$ cat src/rtl/pipe_stall_ctrl.sv
// Pipeline stall controller: merges ID/EX stall requests and sequences multi-cycle EX ops.
// Define STALL_PERF_CNT_EN to build the stall_cycles performance counter.
module pipe_stall_ctrl #(
  parameter int MC_CNT_W = 6
) (
  input  logic                clk,
  input  logic                rst,
  input  logic                stallreq_id,
  input  logic                stallreq_ex,
  input  logic                mc_start,
  input  logic [MC_CNT_W-1:0] mc_cycles,
  input  logic                mc_abort,
  output logic [5:0]          stall,
  output logic                mc_busy,
  output logic                mc_done,
  output logic [31:0]         stall_cycles
);

  localparam logic [1:0] IDLE    = 2'd0;
  localparam logic [1:0] MC_RUN  = 2'd1;
  localparam logic [1:0] MC_DONE = 2'd2;

  logic [1:0]          state, state_nxt;
  logic [MC_CNT_W-1:0] cnt, cnt_nxt;
  logic [MC_CNT_W-1:0] n_eff;
  logic                start_ok;
  logic                ex_hold;

  assign n_eff    = (mc_cycles == '0) ? MC_CNT_W'(1) : mc_cycles;
  // abort beats a same-cycle start; starts are ignored while an op is running
  assign start_ok = mc_start & ~mc_abort & (state != MC_RUN);
  assign ex_hold  = stallreq_ex | start_ok | (state == MC_RUN);

  always_comb begin
    state_nxt = IDLE;
    cnt_nxt   = cnt;
    if (mc_abort) begin
      state_nxt = IDLE;
      cnt_nxt   = '0;
    end else if (state == MC_RUN) begin
      cnt_nxt   = cnt - MC_CNT_W'(1);
      state_nxt = (cnt == MC_CNT_W'(1)) ? MC_DONE : MC_RUN;
    end else if (start_ok) begin
      if (n_eff > MC_CNT_W'(1)) begin
        state_nxt = MC_RUN;
        cnt_nxt   = n_eff - MC_CNT_W'(1);
      end else begin
        state_nxt = MC_DONE;
        cnt_nxt   = '0;
      end
    end
  end

  always_ff @(posedge clk or posedge rst) begin
    if (rst) begin
      state <= IDLE;
      cnt   <= '0;
    end else begin
      state <= state_nxt;
      cnt   <= cnt_nxt;
    end
  end

  always_comb begin
    stall = 6'b000000;
    if (ex_hold)
      stall = 6'b001111;
    else if (stallreq_id)
      stall = 6'b000111;
  end

  assign mc_busy = (state == MC_RUN);
  assign mc_done = (state == MC_DONE);

`ifdef STALL_PERF_CNT_EN
  logic [31:0] perf_cnt;

  always_ff @(posedge clk or posedge rst) begin
    if (rst)
      perf_cnt <= '0;
    else if (stall[0] && (perf_cnt != '1))
      perf_cnt <= perf_cnt + 32'd1;
  end

  assign stall_cycles = perf_cnt;
`else
  assign stall_cycles = '0;
`endif

endmodule

$ cat config.mk
export PLATFORM = sky130hd
export DESIGN_NAME = pipe_stall_ctrl
export DESIGN_NICKNAME = d
export VERILOG_FILES = /design/src/rtl/pipe_stall_ctrl.sv
export SDC_FILE = /design/constraint.sdc
export NUM_CORES = 1
export LEC_CHECK = 0
export ABC_AREA = 0
export CORE_ASPECT_RATIO = 1.25
export CORE_UTILIZATION = 30
export CTS_CLUSTER_SIZE = 14
export DETAILED_ROUTE_END_ITERATION = 7
export PLACE_DENSITY = 0.66
export SETUP_SLACK_MARGIN = 0.5
export SLEW_MARGIN = 10
export SYNTH_ARGS = -nofsm -noshare
export SYNTH_HDL_FRONTEND = slang
export SYNTH_SLANG_ARGS = --single-unit
$ cat constraint.sdc
create_clock -name clk -period 1.8 [get_ports clk]
set_input_delay 0.18 -clock clk [delete_from_list [all_inputs] [get_ports clk]]
set_output_delay 0.18 -clock clk [all_outputs]
set_load 0.005 [all_outputs]
==> metrics.md <==
| Metric | Value |
|---|---|
| Status | `complete, no violations` |
| Final Hold Vio Count | `0` |
| Cell Area, Synth | `910.9 um2` |
| Share of the synthesized area in the top cell type | `0.3049` |
| Die W | `51.29 um` |
| CP arrival | `1.32 ns` |
| Overflow after GRT | `0` |
| RSZ-0062 raised after global routing | `yes` |
| Number of library cell types mapped by synthesis | `38` |
| Required time worst endpoint | `1.62 ns` |
| Final setup viols | `0` |
| Largest net degree at the start of global routing | `16` |
| Die Span Y | `63.61 um` |
| Startpoint Class | `register` |
| Initial antenna violation count | `0` |
| Initial Util | `0.3122` |
| CTS H-tree depth | `1` |
| Std-Cell Rows | `22` |
| Final worst-path cycle share | `0.8353` |
| I/O pins | `52` |
| Crit path kind | `reg -> out` |
| Worst-skew pair later-pin latency | `0.25 ns` |
| Maximum vdd drop | `201.0 uV` |
| Final ANT Viol Nets | `0` |
| Maximum root-to-sink buffer count | `2` |
| Largest area contributor in the netlist | `buf_4` |
| CP max FO | `3` |
| TritonCTS clock tree | `yes` |
| GRT Max-Usage Layer | `met2` |
| RD Place Congestion | `0.8280` |
| Core area | `2918 um2` |
| Die area | `3262 um2` |
| Clock Sinks | `8` |
| Root Buffer | `clkbuf_4` |
| Commonest non-fill, non-tap cell in the layout | `conb_1` |
| Sum of negative setup slack | `0 ns` |
| Layout cells sized above 1 | `0.4533` |
| Synthesized flop and latch total | `8` |
| R2R cell count | `7` |
| Fill count | `289` |
| Max Clock Freq | `0.6651 GHz` |
| Vias in the first global route | `738` |
| First-pass GRT wire length | `3167 um` |
| Post-synthesis sequential area ratio | `0.2198` |
| GR Layer Usage met1 | `0.1374` |
| Power density over the cells | `502.5 nW/um2` |
| Nets | `168` |
| Area Overhead vs Synth | `53.98%` |
| Met3 GRT Util | `0.02415` |
| Num CTS Buffers | `3` |
| Vias post-DR | `868` |
| Synth area leaders | `buf_4, dfrtp_1, ha_1` |
| # hold bufs at CTS | `0` |
| Total power | `0.7048 mW` |
| DRC | `0` |
| Met2 usage | `0.2500` |
| Routed len/inst | `12.37 um` |
| Initial drt markers | `24` |
| Synth Warn # | `0` |
| Commonest non-fill, non-tap cells in the layout | `conb_1, buf_4, buf_6` |
| Clock transition at path regs | `0.05 ns` |
| Minimum clock period | `1.504 ns` |
| Cell count after synthesis | `110` |
| Leakage Power | `0.6516 nW` |
| DRT Wirelength | `2301 um` |
| Max-slew violation count | `0` |
| Tot GR Track Use | `0.1328` |
| Max cap viols | `0` |
| DR vias/cell | `4.667` |
| # diodes | `0` |
| Clk_skew | `0.005150 ns` |
| Worst hold margin | `0.1911 ns` |
| HPWL after detailed placement | `1491 um` |
| Tightest Hold Check Type | `in -> async` |
| Mapped Avg Cell Area | `8.281 um2` |
| Crit. End Element | `output port` |
| Port bufs | `17` |
| DR pass1 iterations | `4` |
worst max-delay path, cell delays in order (launching register included):
cell,delay (ns)
dfrtp_1,0.41
nand2b_4,0.10
inv_4,0.04
nor2_4,0.09
o21ai_2,0.06
or2_4,0.25
buf_6,0.12
final cells by class:
class,instances,area (um2),area share
multi-input cells,89,683.2,0.4871
repair buffers,43,420.4,0.2997
flip-flops and latches,8,202.7,0.1445
well taps,36,45.04,0.03211
inverters,7,28.78,0.02052
clock buffers,3,22.52,0.01606
power by group:
part / total [mW] / internal, mW / switching (mW)
sequential: 0.221 / 0.198 / 0.0223
clock: 0.135 / 0.0762 / 0.0590
combinational: 0.349 / 0.183 / 0.166
total: 0.705 / 0.458 / 0.247
final timing paths:
check,from,to,slack (ns)
max,state[0],stall[2],0.30
min,rst,cnt[5],0.19
max reg2reg,state[0],state[1],0.41
min reg2reg,cnt[5],cnt[5],0.70
max in group asynchronous,rst,cnt[0],1.34
min in group clk,mc_cycles[2],cnt[2],0.38
per-layer routing:
layer	wire length (um)	up-vias
met3	141	2
met2	1316	41
met1	827	431
met5	0	-
li1	-	394
met4	16	0
flip-flops by register name (all words and copies together) (netlist names):
signal / count
cnt: 6
state: 2
Yosys cell counts:
cell type   n
o31ai_1     1
o21ai_1     1
nor2_1      4
o211ai_1    1
nand2b_1    1
buf_4      37
nor3b_1     1
inv_1       7
and2b_1     1
dfrtp_1     8
a211oi_1    5
nor4_1      2
o21ai_0     2
a21oi_1     6
a41o_1      1
a311oi_1    1
ha_1        4
xor2_1      1
nor3_1      3
buf_2       1
nand2_1     3
o311a_1     1
nor3_4      1
or2_2       1
a221oi_1    1
xnor2_1     1
mux2_2      1
o21bai_1    1
or3_1       1
nand3b_1    1
clkbuf_1    1
a2bb2o_1    1
nor2b_1     1
o41ai_1     1
and4b_1     1
conb_1      1
nand3_1     3
or3_4       1
metrics by stage:
stage                     setup WS [ns]  std cells  area (um2)    util
after CTS                        0.2744        180        1226  0.4202
after detailed placement        -0.2702        171        1111  0.3808
final                            0.2964        186        1403  0.4807
after global placement          -0.1601        171        1111  0.3808
after global routing             0.2449        186        1403  0.4807
after floorplan                  0.3035        143        1077       -
cell families after synthesis:
| kind of cell | synth area share |
|---|---|
| compound gates | 0.1772 |
| xor+xnor | 0.01923 |
| fa+ha+maj | 0.05495 |
| buf+inv | 0.3434 |
| flops | 0.2198 |
| mux | 0.01236 |
| other cells | 0.004117 |
| simple gates | 0.1690 |
repair_timing:
item	in CTS	in global routing
pin swaps	16	8
resized for setup	50	29
setup endpoints to repair	14	13
buffers inserted	6	5
cloned	0	1
Note: power is estimated with default switching activity, not from simulation.
